$ cat src/rtl/ifetch_unit.sv
// rtl/ifetch_unit.sv - instruction fetch unit with in-order response FIFO and redirect drain
//
// Issues sequential word fetches to an in-order instruction memory and hands
// the returned words to decode together with their addresses. A control
// transfer from the next-PC stage restarts fetch at the new target. Responses
// already in flight at that point are counted and discarded as they arrive.
//
// Parameters
//   XLEN        address / instruction width
//   RESET_PC    first fetch address after reset
//
// Ports
//   clk             clock, all state changes on its rising edge
//   reset           asynchronous active-high reset
//   redirect_valid  control transfer this cycle
//   redirect_pc     control transfer target (low two bits ignored)
//   imem_req        memory request valid
//   imem_addr       memory request address, word aligned
//   imem_gnt        memory accepts the request
//   imem_rvalid     memory response valid, in request order
//   imem_rdata      memory response word
//   inst_valid      instruction available to decode
//   inst_ready      decode accepts the instruction
//   inst_out        instruction word
//   inst_pc         address of inst_out
module ifetch_unit #(
   parameter int unsigned          XLEN     = 32,
   parameter logic [XLEN-1:0]      RESET_PC = '0
) (
   input  logic            clk,
   input  logic            reset,
   input  logic            redirect_valid,
   input  logic [XLEN-1:0] redirect_pc,
   output logic            imem_req,
   output logic [XLEN-1:0] imem_addr,
   input  logic            imem_gnt,
   input  logic            imem_rvalid,
   input  logic [XLEN-1:0] imem_rdata,
   output logic            inst_valid,
   input  logic            inst_ready,
   output logic [XLEN-1:0] inst_out,
   output logic [XLEN-1:0] inst_pc
);

   localparam logic [1:0] ST_BOOT  = 2'd0;
   localparam logic [1:0] ST_RUN   = 2'd1;
   localparam logic [1:0] ST_DRAIN = 2'd2;

   logic [1:0]      state_q, state_d;
   logic [XLEN-1:0] fetch_pc_q, fetch_pc_d;
   logic [1:0]      out_q, out_d;
   logic [1:0]      drop_q, drop_d;
   logic [1:0]      occ_q, occ_d;

   // Entry 0 is always the oldest; both queues shift toward 0 on pop.
   logic [XLEN-1:0] fifo_pc_q  [2];
   logic [XLEN-1:0] fifo_pc_d  [2];
   logic [XLEN-1:0] fifo_ins_q [2];
   logic [XLEN-1:0] fifo_ins_d [2];
   logic [XLEN-1:0] tag_q      [2];
   logic [XLEN-1:0] tag_d      [2];

   logic            gnt_fire;
   logic            rsp_fire;
   logic            pop;
   logic            push;
   logic [1:0]      out_next;
   logic            tag_wr_idx;
   logic            fifo_wr_idx;
   logic [XLEN-1:0] redirect_aligned;
   logic            unused_redirect_bits;

   assign redirect_aligned     = {redirect_pc[XLEN-1:2], 2'b00};
   assign unused_redirect_bits = ^redirect_pc[1:0];

   // Credit check: every outstanding request has a FIFO slot reserved for it,
   // so the FIFO can never overflow and the memory never has to be stalled.
   assign imem_req   = (state_q == ST_RUN) && (({1'b0, out_q} + {1'b0, occ_q}) < 3'd2);
   assign imem_addr  = fetch_pc_q;

   assign inst_valid = (occ_q != 2'd0);
   assign inst_out   = inst_valid ? fifo_ins_q[0] : '0;
   assign inst_pc    = inst_valid ? fifo_pc_q[0]  : '0;

   assign gnt_fire   = imem_req && imem_gnt;
   // A response with nothing outstanding is spurious and ignored entirely.
   assign rsp_fire   = imem_rvalid && (out_q != 2'd0);
   assign pop        = inst_valid && inst_ready;
   // A redirect in the same cycle makes the arriving word stale.
   assign push       = rsp_fire && (state_q == ST_RUN) && !redirect_valid;

   assign out_next   = out_q + {1'b0, gnt_fire} - {1'b0, rsp_fire};

   // A grant only happens with at most one request outstanding, so the new
   // tag lands in slot 1 only when one older tag stays behind.
   assign tag_wr_idx  = (out_q == 2'd1) && !rsp_fire;
   // A push implies at least one outstanding, so occupancy is at most one.
   assign fifo_wr_idx = (occ_q == 2'd1) && !pop;

   always_comb begin
      state_d    = state_q;
      fetch_pc_d = fetch_pc_q;
      out_d      = out_next;
      drop_d     = drop_q;
      occ_d      = occ_q - {1'b0, pop} + {1'b0, push};
      fifo_pc_d  = fifo_pc_q;
      fifo_ins_d = fifo_ins_q;
      tag_d      = tag_q;

      // Tag queue tracks every in-flight request, including ones being dropped.
      if (rsp_fire) begin
         tag_d[0] = tag_q[1];
      end
      if (gnt_fire) begin
         tag_d[tag_wr_idx] = fetch_pc_q;
      end

      if (pop) begin
         fifo_pc_d[0]  = fifo_pc_q[1];
         fifo_ins_d[0] = fifo_ins_q[1];
      end
      if (push) begin
         fifo_pc_d[fifo_wr_idx]  = tag_q[0];
         fifo_ins_d[fifo_wr_idx] = imem_rdata;
      end

      case (state_q)
         ST_BOOT: begin
            state_d = ST_RUN;
            if (redirect_valid) begin
               fetch_pc_d = redirect_aligned;
            end
         end
         ST_RUN: begin
            if (gnt_fire) begin
               fetch_pc_d = fetch_pc_q + XLEN'(4);
            end
            if (redirect_valid) begin
               // Whatever is still in flight after this edge belongs to the
               // old path; the head popped this cycle has been delivered.
               fetch_pc_d = redirect_aligned;
               occ_d      = 2'd0;
               drop_d     = out_next;
               state_d    = (out_next != 2'd0) ? ST_DRAIN : ST_RUN;
            end
         end
         ST_DRAIN: begin
            if (rsp_fire) begin
               drop_d = drop_q - 2'd1;
               if (drop_q == 2'd1) begin
                  state_d = ST_RUN;
               end
            end
            // Drop count already covers everything in flight; only the
            // restart address changes.
            if (redirect_valid) begin
               fetch_pc_d = redirect_aligned;
               occ_d      = 2'd0;
            end
         end
         default: begin
            state_d = ST_BOOT;
         end
      endcase
   end

   always_ff @(posedge clk or posedge reset) begin
      if (reset) begin
         state_q       <= ST_BOOT;
         fetch_pc_q    <= RESET_PC;
         out_q         <= 2'd0;
         drop_q        <= 2'd0;
         occ_q         <= 2'd0;
         fifo_pc_q[0]  <= '0;
         fifo_pc_q[1]  <= '0;
         fifo_ins_q[0] <= '0;
         fifo_ins_q[1] <= '0;
         tag_q[0]      <= '0;
         tag_q[1]      <= '0;
      end else begin
         state_q       <= state_d;
         fetch_pc_q    <= fetch_pc_d;
         out_q         <= out_d;
         drop_q        <= drop_d;
         occ_q         <= occ_d;
         fifo_pc_q     <= fifo_pc_d;
         fifo_ins_q    <= fifo_ins_d;
         tag_q         <= tag_d;
      end
   end

endmodule

$ cat config.mk
export PLATFORM = sky130hd
export DESIGN_NAME = ifetch_unit
export DESIGN_NICKNAME = d
export VERILOG_FILES = /design/src/rtl/ifetch_unit.sv
export SDC_FILE = /design/constraint.sdc
export NUM_CORES = 1
export LEC_CHECK = 0
export CAP_MARGIN = 20
export CORE_MARGIN = 3
export CORE_UTILIZATION = 58
export CTS_CLUSTER_DIAMETER = 40
export CTS_CLUSTER_SIZE = 25
export DETAILED_ROUTE_END_ITERATION = 10
export PLACE_DENSITY = 0.95
export SYNTH_ARGS = -nofsm -noshare
export SYNTH_HDL_FRONTEND = slang
export SYNTH_SLANG_ARGS = --single-unit
$ cat constraint.sdc
create_clock -name clk -period 21.2 [get_ports clk]
set_clock_uncertainty 0.05 [all_clocks]
set_input_delay 4.24 -clock clk [delete_from_list [all_inputs] [get_ports clk]]
set_output_delay 4.24 -clock clk [all_outputs]
set_load 0.02 [all_outputs]
## Word-level counts from Yosys, hierarchy flattened

Cells that the tools add are included.

- Bits in registers: 232
- Bits of input ports: 70
- Output and inout bits: 98
- Word-level logic and storage cells: 88

- Add/subtract/negate cells: 7
- $lt $le $gt $ge: 5
- Equality and inequality tests: 10
- Mux-type cells: 29
- Bitwise gates (word level): 2
- Reductions and logical operators: 24

Operator list:

| cell | count |
|---|---|
| 2-to-1 mux 32 bit | 10 |
| bitwise mux 64 bit | 3 |
| 2-to-1 mux 64 bit | 3 |
| demux 32 bit (select 1 bit) | 2 |
| one-hot mux 32 bit (2 select lines) | 1 |
| adder 32 x 3 -> 32 bit, second input constant | 1 |
| 2-to-1 mux 2 bit | 8 |
| logical AND 1 bit | 10 |
| nonzero test 2 bit | 5 |
| AND reduction 3 bit | 3 |
| == test 2 x 1 -> 1 bit, second input constant | 4 |
| inequality test 2 bit, second input constant | 3 |
| one-hot mux 2 bit (3 select lines) | 1 |
| adder 2 x 1 -> 2 bit | 2 |
| greater-or-equal comparator 2 bit, second input constant | 2 |
| < comparator 2 x 1 -> 1 bit, second input constant | 2 |
| NOT 1 -> 2 bit | 2 |
| one-hot mux 2 bit (2 select lines) | 1 |
| OR reduction 2 bit | 2 |
| subtractor 2 x 1 -> 2 bit | 2 |
| adder 2 x 2 -> 3 bit | 1 |
| logical NOT 1 bit | 3 |
| < comparator 3 x 2 -> 1 bit, second input constant | 1 |
| inequality test 3 bit, second input constant | 1 |
| 4 further kinds | 4 |

## Depth between registers and ports, before layout

- Depth after elaboration: 11
- Mapped depth: 13
- Gate-level depth less buffers: 12

## Least setup slack after synthesis

OpenSTA, ideal clock, no wires.

- Kind: input port to flip-flop
- From: in imem_rvalid
- To: reg state_q[0]
- Arrival: 6.207 ns
- Data required time: 21.018 ns
- Slack: 14.810 ns
- Cell stages on the path: 12
- Cell sequence: o21ai_0 > inv_1 > buf_2 > buf_1 > ha_1 > inv_1 > ha_1 > xnor2_1 > xnor2_1 > nor2_1 > a211oi_1 > o22ai_1

- Cells in the longest elaborated chain, start to end: 6
- Elaborated cells on any way between the ends: 8
- Those cells by class: add/sub: 1; eq/ne: 1; mux: 3; reduce/logical: 3

RTL lines:

| item | line | RTL |
|---|---|---|
| from (decl) | 37 | `input logic imem_rvalid,` |
| logical AND 1 bit | 87 | `assign rsp_fire = imem_rvalid && (out_q != 2'd0);` |
| subtractor 2 x 1 -> 2 bit | 92 | `assign out_next = out_q + {1'b0, gnt_fire} - {1'b0, rsp_fire};` |
| via out_d[1] | 51 | `logic [1:0] out_q, out_d;` |
| nonzero test 2 bit | 144 | `state_d = (out_next != 2'd0) ? ST_DRAIN : ST_RUN;` |
| 2-to-1 mux 2 bit | 144 |  |
| 2-to-1 mux 2 bit | 138 | `if (redirect_valid) begin` |
| one-hot mux 2 bit (3 select lines) | 127 | `case (state_q)` |
| to (signal assigned) | 181 | `state_q <= state_d;` |
| to (decl) | 49 | `logic [1:0] state_q, state_d;` |

The timed path passes the listed nets, and every way through them passes these cells. The select of a mux whose other input is x is not followed.
A chain may end at the register's enable or synchronous reset.

## Worst setup path after layout

- From: reg occ_q[0]
- To: out imem_req

- Cells in the longest elaborated chain, start to end: 3

RTL lines:

| item | line | RTL |
|---|---|---|
| from (decl) | 53 | `logic [1:0] occ_q, occ_d;` |
| from (signal assigned) | 173 | `occ_q <= 2'd0;` |
| from (signal assigned) | 185 | `occ_q <= occ_d;` |
| adder 2 x 2 -> 3 bit | 78 | `assign imem_req = (state_q == ST_RUN) && (({1'b0, out_q} + {1'b0, occ_q}) < 3'd2);` |
| < comparator 3 x 2 -> 1 bit | 78 |  |
| logical AND 1 bit | 78 |  |
| to (decl) | 34 | `output logic imem_req,` |

No other way between the ends.

==> impl_metrics.yaml <==
status:
  outcome: "finished clean"
pwr:
  power_density_mw_per_mm2: 147
  p_leak_uw: 0.00627
  vdd_drop_max_v: 0.000123
setup_path:
  crit_buf_inv: 1
  crit_required_ns: 16.91
  rr_startpoint: "occ_q[0]"
  path_class: "reg -> out"
  crit_chain: "and2_1 -> fa_1 -> nor3b_1 -> clkdlybuf4s50_1"
  end_kind: "output port"
  startpoint_type: "register"
  cpPeakStageDelay_ns: 0.68
  critPathLaunch: "occ_q[0]"
  crit_arrival_ns: 2.67
  slowest_stage: "clkdlybuf4s50_1"
  critical-path-top-delay-family: "buffers and inverters"
  cp_max_fo: 4
sta:
  setup_tns_ns: 0
  timing.slew.headroom_pct: 33.0
  drv_slew: 0
  period_minus_slack_ns: 6.96
  max_freq_mhz: 144
  post-route-period-util_pct: 32.8
  setup_viol_count_final: 0
  rsz0062_at_grt: "false"
  finalHoldViolations: 0
  worst_slew_pin_slew_ns: 1.00
routing:
  post_drt_wl_per_cell_um: 19.4
  vias_per_cell: 6.04
  routed-via-count: 8386
  drtIter0Drc: 696
  wl_mm: 27.0
  first_pass_iters: 6
  ant_nets: 0
  drcViolationCount: 0
cts:
  clk_path_buf_depth: 3
  holdBufCountCts: 0
  htree_levels: 1
  numCtsBuffers: 31
  clk_latency_ns: 0.57
  cts_setup_buffers: 0
  cts_sinks: 228
  cts_root_buf: "clkbuf_16"
  clk_pin_slew_ns: 0.07
  cts_resized: 0
  cts_tree: "done"
cells_and_area:
  utilization_pct: 75.0
  drive_above_1_share_pct: 15.2
  nets: 1215
  areaGrowthSynthToFinish_pct: 26.2
  antenna_cells: 0
synth:
  synth_cell_types: 59
  ys_warn_count: 0
  synth-seq-area-share_pct: 52.9
  synth-seq-cells: 228
  synth_flop_cell: "dfrtp_1"
  async_reset_ff_share_pct: 100
  synth_most_common_cell: "dfrtp_1"
  synth.top_cell.area_share_pct: 52.9
  synth_top_area_cell: "dfrtp_1"
  synthCells: 998
  synth_edf_count: 0
  synth.cell_area_mm2: 0.0108
  synth.avg_cell_area_um2: 10.8
  synth_common_cells: "dfrtp_1, nand2_1, o21ai_0"
  synth.top_cells.by_area: "dfrtp_1, mux2_2, mux2i_1"
die:
  start_util_pct: 59.5
  die_area_mm2: 0.0203
  fp-row-count: 49
  die_height_um: 142
  pin_count: 168
  die_w_um: 142
  core_region_area_mm2: 0.0181
grt:
  grt_pass1_vias: 8460
  grt_pass1_wl_mm: 43.6
  gr-total-overflow: 0
  gr-usage-all-layers_pct: 26.3
  grt_start_max_net_pins: 129
  antenna_found_initial: 0
flow_run:
  drv_cap: 0
placement:
  place_hpwl_mm: 16.3
  gp_congestion: 0.897
  port_buffers: 163
hold_path:
  hold_path_class: "reg -> reg"
  hold_start: "tag_q[31]"
==> sequential cells by signal, summed over array words and instances, names as in the netlist <==
signal,flops
state_q,2
drop_q,2
fifo_pc_q,64
fifo_ins_q,64
out_q,2
occ_q,2
tag_q,62
imem_addr,30
==> worst reg2reg max path: cells and delay by family, from the launching register on <==
kind / cells / cell delay [ns]
AO/OA/AOI/OAI: 2 / 0.37
XOR/XNOR: 2 / 0.49
adder cells (fa/ha/maj): 3 / 0.94
buffers and inverters: 1 / 0.04
flip-flops: 1 / 0.41
AND/OR/NAND/NOR: 4 / 0.83
==> metrics by stage <==
step	hold WS [ns]	cells	worst slack, ns	power [µW]	area [µm²]
floorplan	0.400	999	10.66	1200	10800
global placement	0.411	1327	13.80	1420	12500
detailed placement	0.420	1328	13.74	1470	12500
CTS	0.435	1386	14.09	1990	13600
global route	0.467	1388	14.13	2110	13600
finish	0.444	1388	14.24	2000	13600
==> layer usage <==
layer  up-vias  global-route usage (%)  share of wire (%)
met4         0                    9.05                2.9
met2       464                    43.1                 48
met1      4054                    35.8                 41
met3        74                    4.50                8.4
met5         -                       0                  0
li1       3794                       -                  -
==> report_power, final <==
| part | total, µW | internal (µW) | switching (µW) |
|---|---|---|---|
| combinational | 741 | 339 | 402 |
| clock | 505 | 287 | 218 |
| sequential | 752 | 606 | 146 |
==> layout by cell type (no fill, tap or decap), types with 4 or more instances in the layout <==
master             n
clkinv_8           5
nor3b_1            6
clkinv_4           4
o21ai_0          120
nor2_1             7
nand4_1            7
mux2i_1           96
nand3_1           15
o32ai_1            6
a22oi_1            4
dfrtp_1          228
clkinv_2           6
o22ai_1            8
a21oi_1           41
clkdlybuf4s50_1  163
clkinvlp_4         4
and3_1             8
ha_1              10
clkbuf_16         31
nand2_1          130
mux2_2            92
a211oi_1           4
and2_1            65
inv_1             17
nor3_1             8
buf_4              8
==> worst paths after layout <==
kind | end | cells past startpoint | slack [ns]
max | imem_req | 4 | 14.24
min | tag_q[31] | 2 | 0.44
max reg2reg | state_q[0] | 12 | 17.95
min reg2reg | tag_q[31] | 2 | 0.44
max in group asynchronous | fifo_ins_q[22] | 3 | 15.60
min in group asynchronous | fifo_pc_q[38] | 2 | 4.18
==> cells by family after synthesis <==
logic type	share of synthesized area, %
xor gates and xnor gates	0.325
muxes	18.5
adders and majority gates	1.35
DFF	52.9
and+or+nand+nor	12.5
buffers and inverters	3.58
other	0.0348
AOI/OAI and AO/OA	10.8
==> cell type report <==
type                    count  area, µm²
clock inverters            24        244
repair buffers            174       1750
fillers                  1099       4530
multi-input cells         680       4740
inverters                  19       78.8
clock buffers              34        807
flip-flops and latches    228       5710
well taps                 229        287
No activity file was read; power rests on OpenSTA's default activity.
